### src/rtl/rlbp_pkg.sv
// Shared register map, STATUS/CTRL bit positions and receiver FSM encoding
// for the RLBP serial-to-parallel receiver.
package rlbp_pkg;

    localparam logic [1:0] REG_DATA   = 2'd0;
    localparam logic [1:0] REG_STATUS = 2'd1;
    localparam logic [1:0] REG_CTRL   = 2'd2;
    localparam logic [1:0] REG_RSVD   = 2'd3;

    localparam int STAT_EMPTY   = 0;
    localparam int STAT_FULL    = 1;
    localparam int STAT_OVF     = 2;
    localparam int STAT_FERR    = 3;
    localparam int STAT_CNT_LSB = 4;

    localparam int CTRL_EN      = 0;
    localparam int CTRL_IRQ_EN  = 1;
    localparam int CTRL_DIV_LSB = 8;

    localparam logic [1:0] ST_IDLE  = 2'd0;
    localparam logic [1:0] ST_START = 2'd1;
    localparam logic [1:0] ST_DATA  = 2'd2;
    localparam logic [1:0] ST_STOP  = 2'd3;

    typedef struct packed {
        logic [7:0] div;
        logic       irq_en;
        logic       en;
    } ctrl_t;

    function automatic logic [31:0] ctrl_word(input ctrl_t c);
        logic [31:0] w;
        w = '0;
        w[CTRL_EN] = c.en;
        w[CTRL_IRQ_EN] = c.irq_en;
        w[CTRL_DIV_LSB +: 8] = c.div;
        return w;
    endfunction

endpackage

### src/rtl/rlbp_byte_fifo.sv
// Byte FIFO; a pop and a push in the same cycle both succeed even when full.
module rlbp_byte_fifo #(
    parameter int DEPTH = 4,
    parameter int CW    = $clog2(DEPTH) + 1
) (
    input  logic          clk,
    input  logic          rst,
    input  logic          push,
    input  logic [7:0]    din,
    input  logic          pop,
    output logic [7:0]    dout,
    output logic          empty,
    output logic          full,
    output logic [CW-1:0] count
);
    localparam int AW = (DEPTH > 1) ? $clog2(DEPTH) : 1;

    logic [7:0]    mem_q [DEPTH];
    logic [7:0]    mem_d [DEPTH];
    logic [AW-1:0] rd_q, rd_d, wr_q, wr_d;
    logic [CW-1:0] cnt_q, cnt_d;
    logic          do_pop, do_push;

    function automatic logic [AW-1:0] ptr_inc(input logic [AW-1:0] p);
        return (p == AW'(DEPTH - 1)) ? '0 : p + 1'b1;
    endfunction

    assign empty  = (cnt_q == '0);
    assign full   = (cnt_q == CW'(DEPTH));
    assign count  = cnt_q;
    assign dout   = mem_q[rd_q];
    assign do_pop = pop & ~empty;
    assign do_push = push & (~full | do_pop);

    always_comb begin
        mem_d = mem_q;
        rd_d  = rd_q;
        wr_d  = wr_q;
        cnt_d = cnt_q;
        if (do_push) begin
            mem_d[wr_q] = din;
            wr_d = ptr_inc(wr_q);
        end
        if (do_pop) begin
            rd_d = ptr_inc(rd_q);
        end
        if (do_push && !do_pop) begin
            cnt_d = cnt_q + 1'b1;
        end else if (do_pop && !do_push) begin
            cnt_d = cnt_q - 1'b1;
        end
    end

    always_ff @(posedge clk) begin
        if (rst) begin
            for (int i = 0; i < DEPTH; i++) begin
                mem_q[i] <= '0;
            end
            rd_q  <= '0;
            wr_q  <= '0;
            cnt_q <= '0;
        end else begin
            mem_q <= mem_d;
            rd_q  <= rd_d;
            wr_q  <= wr_d;
            cnt_q <= cnt_d;
        end
    end

endmodule

### src/rtl/rlbp_s2p_rx.sv
// RLBP serial receiver: mid-bit sampling FSM feeding a byte FIFO, with a
// Wishbone slave exposing DATA/STATUS/CTRL registers and a level interrupt.
module rlbp_s2p_rx
    import rlbp_pkg::*;
#(
    parameter int         DEPTH    = 4,
    parameter logic [3:0] ADDR_TAG = 4'h3
) (
    input  logic        clk,
    input  logic        rst,
    input  logic        serial_in,
    input  logic        wbs_cyc_i,
    input  logic        wbs_stb_i,
    input  logic        wbs_we_i,
    input  logic [3:0]  wbs_sel_i,
    input  logic [31:0] wbs_adr_i,
    input  logic [31:0] wbs_dat_i,
    output logic        wbs_ack_o,
    output logic [31:0] wbs_dat_o,
    output logic        irq,
    output logic        rx_busy
);
    localparam int CW = $clog2(DEPTH) + 1;

    logic [1:0]  state_q, state_d;
    logic [7:0]  cnt_q, cnt_d;
    logic [2:0]  bitn_q, bitn_d;
    logic [7:0]  shift_q, shift_d;
    logic        serial_q;
    ctrl_t       ctrl_q, ctrl_d;
    logic        ovf_q, ovf_d, ferr_q, ferr_d;
    logic        ack_q, held_q;
    logic [31:0] dat_q, dat_d;
    logic        irq_q, irq_d;

    logic          frame_push, frame_err;
    logic          wb_valid, wb_go, wb_rd, wb_wr;
    logic [1:0]    reg_sel;
    logic          fifo_pop, fifo_empty, fifo_full;
    logic [7:0]    fifo_dout;
    logic [CW-1:0] fifo_count;
    logic [3:0]    cnt4;
    logic          unused_ok;

    assign unused_ok = ^{wbs_adr_i[27:4], wbs_adr_i[1:0], wbs_sel_i[3:2],
                         wbs_dat_i[31:16], wbs_dat_i[7:4]};

    // Sampling uses serial_q so the START check at floor(DIV/2) still lands
    // inside the start bit when DIV is 0.
    always_comb begin
        state_d    = state_q;
        cnt_d      = cnt_q;
        bitn_d     = bitn_q;
        shift_d    = shift_q;
        frame_push = 1'b0;
        frame_err  = 1'b0;
        case (state_q)
            ST_IDLE: begin
                if (serial_in) begin
                    state_d = ST_START;
                    cnt_d   = ctrl_q.div >> 1;
                end
            end
            ST_START: begin
                if (cnt_q != '0) begin
                    cnt_d = cnt_q - 1'b1;
                end else if (serial_q) begin
                    state_d = ST_DATA;
                    cnt_d   = ctrl_q.div;
                    bitn_d  = '0;
                end else begin
                    state_d = ST_IDLE;
                end
            end
            ST_DATA: begin
                if (cnt_q != '0) begin
                    cnt_d = cnt_q - 1'b1;
                end else begin
                    shift_d = {shift_q[6:0], serial_q};
                    cnt_d   = ctrl_q.div;
                    bitn_d  = bitn_q + 1'b1;
                    if (bitn_q == 3'd7) begin
                        state_d = ST_STOP;
                    end
                end
            end
            default: begin
                if (cnt_q != '0) begin
                    cnt_d = cnt_q - 1'b1;
                end else begin
                    frame_push = ~serial_q;
                    frame_err  = serial_q;
                    state_d    = ST_IDLE;
                end
            end
        endcase
        if (!ctrl_q.en) begin
            state_d    = ST_IDLE;
            frame_push = 1'b0;
            frame_err  = 1'b0;
        end
    end

    assign wb_valid = wbs_cyc_i & wbs_stb_i & (wbs_adr_i[31:28] == ADDR_TAG);
    assign wb_go    = wb_valid & ~held_q;
    assign wb_rd    = wb_go & ~wbs_we_i;
    assign wb_wr    = wb_go & wbs_we_i;
    assign reg_sel  = wbs_adr_i[3:2];
    assign fifo_pop = wb_rd & (reg_sel == REG_DATA);
    assign cnt4     = 4'(fifo_count);

    always_comb begin
        dat_d  = '0;
        ctrl_d = ctrl_q;
        ovf_d  = ovf_q;
        ferr_d = ferr_q;
        if (wb_rd) begin
            case (reg_sel)
                REG_DATA:   dat_d = fifo_empty ? 32'd0 : {24'd0, fifo_dout};
                REG_STATUS: begin
                    dat_d[STAT_EMPTY] = fifo_empty;
                    dat_d[STAT_FULL]  = fifo_full;
                    dat_d[STAT_OVF]   = ovf_q;
                    dat_d[STAT_FERR]  = ferr_q;
                    dat_d[STAT_CNT_LSB +: 4] = cnt4;
                end
                REG_CTRL:   dat_d = ctrl_word(ctrl_q);
                default:    dat_d = '0;
            endcase
        end
        if (wb_wr && reg_sel == REG_STATUS && wbs_sel_i[0]) begin
            if (wbs_dat_i[STAT_OVF])  ovf_d  = 1'b0;
            if (wbs_dat_i[STAT_FERR]) ferr_d = 1'b0;
        end
        if (wb_wr && reg_sel == REG_CTRL) begin
            if (wbs_sel_i[0]) begin
                ctrl_d.en     = wbs_dat_i[CTRL_EN];
                ctrl_d.irq_en = wbs_dat_i[CTRL_IRQ_EN];
            end
            if (wbs_sel_i[1]) begin
                ctrl_d.div = wbs_dat_i[CTRL_DIV_LSB +: 8];
            end
        end
        // A flag raised in the same cycle as its W1C clear is kept.
        if (frame_push && fifo_full && !fifo_pop) ovf_d = 1'b1;
        if (frame_err) ferr_d = 1'b1;
        irq_d = ctrl_q.irq_en & (~fifo_empty | ovf_q | ferr_q);
    end

    always_ff @(posedge clk) begin
        if (rst) begin
            state_q  <= ST_IDLE;
            cnt_q    <= '0;
            bitn_q   <= '0;
            shift_q  <= '0;
            serial_q <= 1'b0;
            ctrl_q   <= '0;
            ovf_q    <= 1'b0;
            ferr_q   <= 1'b0;
            ack_q    <= 1'b0;
            held_q   <= 1'b0;
            dat_q    <= '0;
            irq_q    <= 1'b0;
        end else begin
            state_q  <= state_d;
            cnt_q    <= cnt_d;
            bitn_q   <= bitn_d;
            shift_q  <= shift_d;
            serial_q <= serial_in;
            ctrl_q   <= ctrl_d;
            ovf_q    <= ovf_d;
            ferr_q   <= ferr_d;
            ack_q    <= wb_go;
            held_q   <= wb_valid;
            dat_q    <= dat_d;
            irq_q    <= irq_d;
        end
    end

    rlbp_byte_fifo #(.DEPTH(DEPTH), .CW(CW)) u_fifo (
        .clk   (clk),
        .rst   (rst),
        .push  (frame_push),
        .din   (shift_q),
        .pop   (fifo_pop),
        .dout  (fifo_dout),
        .empty (fifo_empty),
        .full  (fifo_full),
        .count (fifo_count)
    );

    assign wbs_ack_o = ack_q;
    assign wbs_dat_o = dat_q;
    assign irq       = irq_q;
    assign rx_busy   = (state_q != ST_IDLE);

endmodule
### config.mk
export PLATFORM = sky130hd
export DESIGN_NAME = rlbp_s2p_rx
export DESIGN_NICKNAME = d
export VERILOG_FILES = /design/src/rtl/rlbp_pkg.sv /design/src/rtl/rlbp_byte_fifo.sv /design/src/rtl/rlbp_s2p_rx.sv
export SDC_FILE = /design/constraint.sdc
export NUM_CORES = 1
export LEC_CHECK = 0
export ABC_AREA = 1
export BUFFER_PORTS_ARGS = -buffer_cell sky130_fd_sc_hd__buf_2
export CAP_MARGIN = 10
export CORE_MARGIN = 2
export CORE_UTILIZATION = 40
export CTS_CLUSTER_SIZE = 14
export DETAILED_ROUTE_END_ITERATION = 10
export SLEW_MARGIN = 10
export SYNTH_ARGS = -nofsm -noshare
export SYNTH_HDL_FRONTEND = slang
export SYNTH_SLANG_ARGS = --single-unit
### constraint.sdc
create_clock -name clk -period 3.8 [get_ports clk]
set_input_delay 0.38 -clock clk [delete_from_list [all_inputs] [get_ports clk]]
set_output_delay 0.38 -clock clk [all_outputs]
set_load 0.03 [all_outputs]
==> flow_metrics.tcl <==
set metrics [dict create \
    status "finished, final reports clean" \
    p_seq_share_pct 50.8 \
    yosys-top-cells-count "nand2_1, inv_1, nor2_1, dfxtp_1, o21ai_0" \
    cts.sinks 92 \
    clkSlewWorstSetupHoldPaths_ns 0.06 \
    io-pin-count 109 \
    yosysSeqAreaShare_pct 38.5 \
    viasPerCell 4.77 \
    clock-root-buffer "clkbuf_16" \
    power_frac_comb_pct 5.8 \
    hold_buffers 0 \
    finalCritPeriodShare_pct 63.6 \
    numCtsBuffers 9 \
    min_period_ns 2.42 \
    slew_headroom_pct 50.6 \
    syn-cell-area_sq_um 4780 \
    first_global_vias 3860 \
    ant_nets 0 \
    route.detailed.drc 0 \
    rsz0062_at_grt "no" \
    worstMarginPinSlew_ns 0.733 \
    critPathKind "reg2reg" \
    diodes 0 \
    gp_congestion 0.841 \
    r2r_slack_ns 1.38 \
    coreArea_sq_um 11600 \
    rows 39 \
    swShare_pct 23.8 \
    pwr-share-clk_pct 43.3 \
    antenna_found_initial 0 \
    ys_types 37 \
    vias 4183 \
    grt_use_total_pct 17.6 \
    worst_setup_path_end_kind "register" \
    die_w_um 113 \
    port_buffers 44 \
    dr.pass1.iters 5 \
    hp-class "in2reg" \
    place_area_sq_um 4990 \
    synth_top_area_share_pct 38.5 \
    hold_viol 0 \
    start_util_pct 41.4 \
    slew_viol_final 0 \
    syn_to_final_growth_pct 9.99 \
    reg2regPathDepth 9 \
    hold_path_depth 3 \
    ys_top_cells_by_area "dfxtp_1, nand2_1, inv_1" \
    ys_seq_elements 92 \
    grt_max_degree 41 \
    yosys_warnings 0 \
    power.density_nw_per_um2 363 \
    fp.dieH_um 113 \
    clockBufferDepth 2 \
    cp.required_ns 4.04 \
    hold_slack_ns 0.255 \
    final_cells 877 \
    rr_endpoint "u_fifo.count[1]" \
    syn_avg_cell_area_sq_um 6.86 \
    drive_above_1_share_pct 11.7 \
    drt_wl_total_um 10900 \
    arrival_ns 2.65 \
    netlist_instances 697 \
    overflow 0 \
    p_leak_nw 2.36 \
    setup_viol_count_final 0 \
    min_to "serial_q" \
    async_flop_share_pct 0 \
    synth-edff-count 0 \
    wire_per_inst_um 12.4 \
    yosys.area.top_type "dfxtp_1" \
    clock_latency_ns 0.35 \
    p_switching_uw 455 \
    synth.most_common_cell "nand2_1" \
    dieArea_sq_um 12900 \
    drt_iter0_drc 256 \
    hold_start "serial_in" \
    critPathMaxFanout 37 \
    peakVddDrop_mv 0.237 \
    cts_max_level 3 \
    intPower_mw 1.46 \
    start_kind "register" \
    synth-main-ff-cell "dfxtp_1" \
    final_area_sq_um 5260 \
    cap_violations 0 \
    finClkSkew_ns 0.00660 \
    r2r_start "u_fifo.count[0]" \
    dp_cells 861 \
    cts-resized-gates 0 \
    cts_tree "yes" \
    dp_hpwl_um 7860 \
    postCtsSetupBuffers 0 \
    grt_first_pass_wirelength_um 17800 \
    fmax_ghz 0.414 \
    final.setup.tns_ns 0 \
    layout.nets 819 \
]
==> placed cells by master (no fill, tap or decap), drive strengths merged, types with 2 or more instances in the layout <==
cell type	n
nor2	99
ha	15
clkinv	6
o22ai	2
dfxtp	92
nor3	6
conb	16
nand3	20
buf	46
nand2	144
inv	124
clkbuf	11
xor2	2
a21oi	47
o21ai	60
nand4	35
a31oi	3
==> registers in the layout, indices dropped and copies added, names as in the netlist <==
name          cells
u_fifo.mem_q     32
u_fifo.wr_q       2
held_q            1
u_fifo.count      3
u_fifo.rd_q       2
wbs_ack_o         1
bitn_q            3
ovf_q             1
ctrl_q           10
state_q           2
irq               1
wbs_dat_o        16
cnt_q             8
serial_q          1
ferr_q            1
shift_q           8
==> power by group through the flow <==
stage	registers, mW	logic (mW)	clock network [mW]
2_1_floorplan	0.992	0.0974	0
3_3_place_gp	0.993	0.110	0
3_5_place_dp	0.993	0.111	0
4_1_cts	0.971	0.112	0.851
5_1_grt	0.971	0.126	0.889
6_report	0.972	0.112	0.829
==> how the worst max path moves through the flow <==
stage,start,end,slack (ns),cells past startpoint
2_1_floorplan,cnt_q[1],u_fifo.count[2],1.51,16
3_3_place_gp,wbs_adr_i[31],u_fifo.count[2],1.07,15
3_5_place_dp,wbs_adr_i[31],u_fifo.count[2],1.01,15
4_1_cts,u_fifo.count[0],u_fifo.count[1],1.37,9
5_1_grt,wbs_adr_i[31],u_fifo.count[2],1.08,15
6_report,u_fifo.count[0],u_fifo.count[1],1.38,9
==> per-layer routing <==
metal  share of wire, %  up-vias  track usage [%]  wire length (um)
met5                  0        -                0                 0
met4                2.0        0             6.02               212
met3                4.0       18             5.42               440
met2                 47       92             29.6              5150
met1                 47     1859             21.4              5060
li1                   -     2214                -                 -
==> metrics by stage <==
stage | setup WS [ns] | utilization (%) | total power [mW]
floorplan | 1.51 | - | 1.09
global placement | 1.07 | 43.2 | 1.10
detailed placement | 1.01 | 43.2 | 1.10
CTS | 1.37 | 45.5 | 1.93
global route | 1.08 | 45.5 | 1.99
finish | 1.38 | 45.5 | 1.91
==> cells by family after synthesis <==
family | count (synthesis) | synth area share, %
compound gates | 113 | 12.1
xor+xnor | 3 | 0.549
fa+ha+maj | 16 | 4.34
buf+inv | 166 | 15.4
flops | 92 | 38.5
other cells | 1 | 0.0784
simple gates | 306 | 29.1
==> layout make-up <==
type / count / area (sq um)
clock inverters: 5 / 27.5
well taps: 143 / 179
repair buffers: 46 / 235
flip-flops and latches: 92 / 1840
multi-input cells: 454 / 2260
inverters: 126 / 473
clock buffers: 11 / 243
fillers: 1209 / 6300
==> worst max-delay path: stages (launching register included) <==
cell     delay [ns]
dfxtp_1        0.38
nor3_2         0.39
nand2_4        0.32
nand2_1        0.21
inv_2          0.08
ha_1           0.19
inv_1          0.09
fa_1           0.42
o21ai_0        0.16
a21oi_1        0.06
No activity file was read; power rests on OpenSTA's default activity.
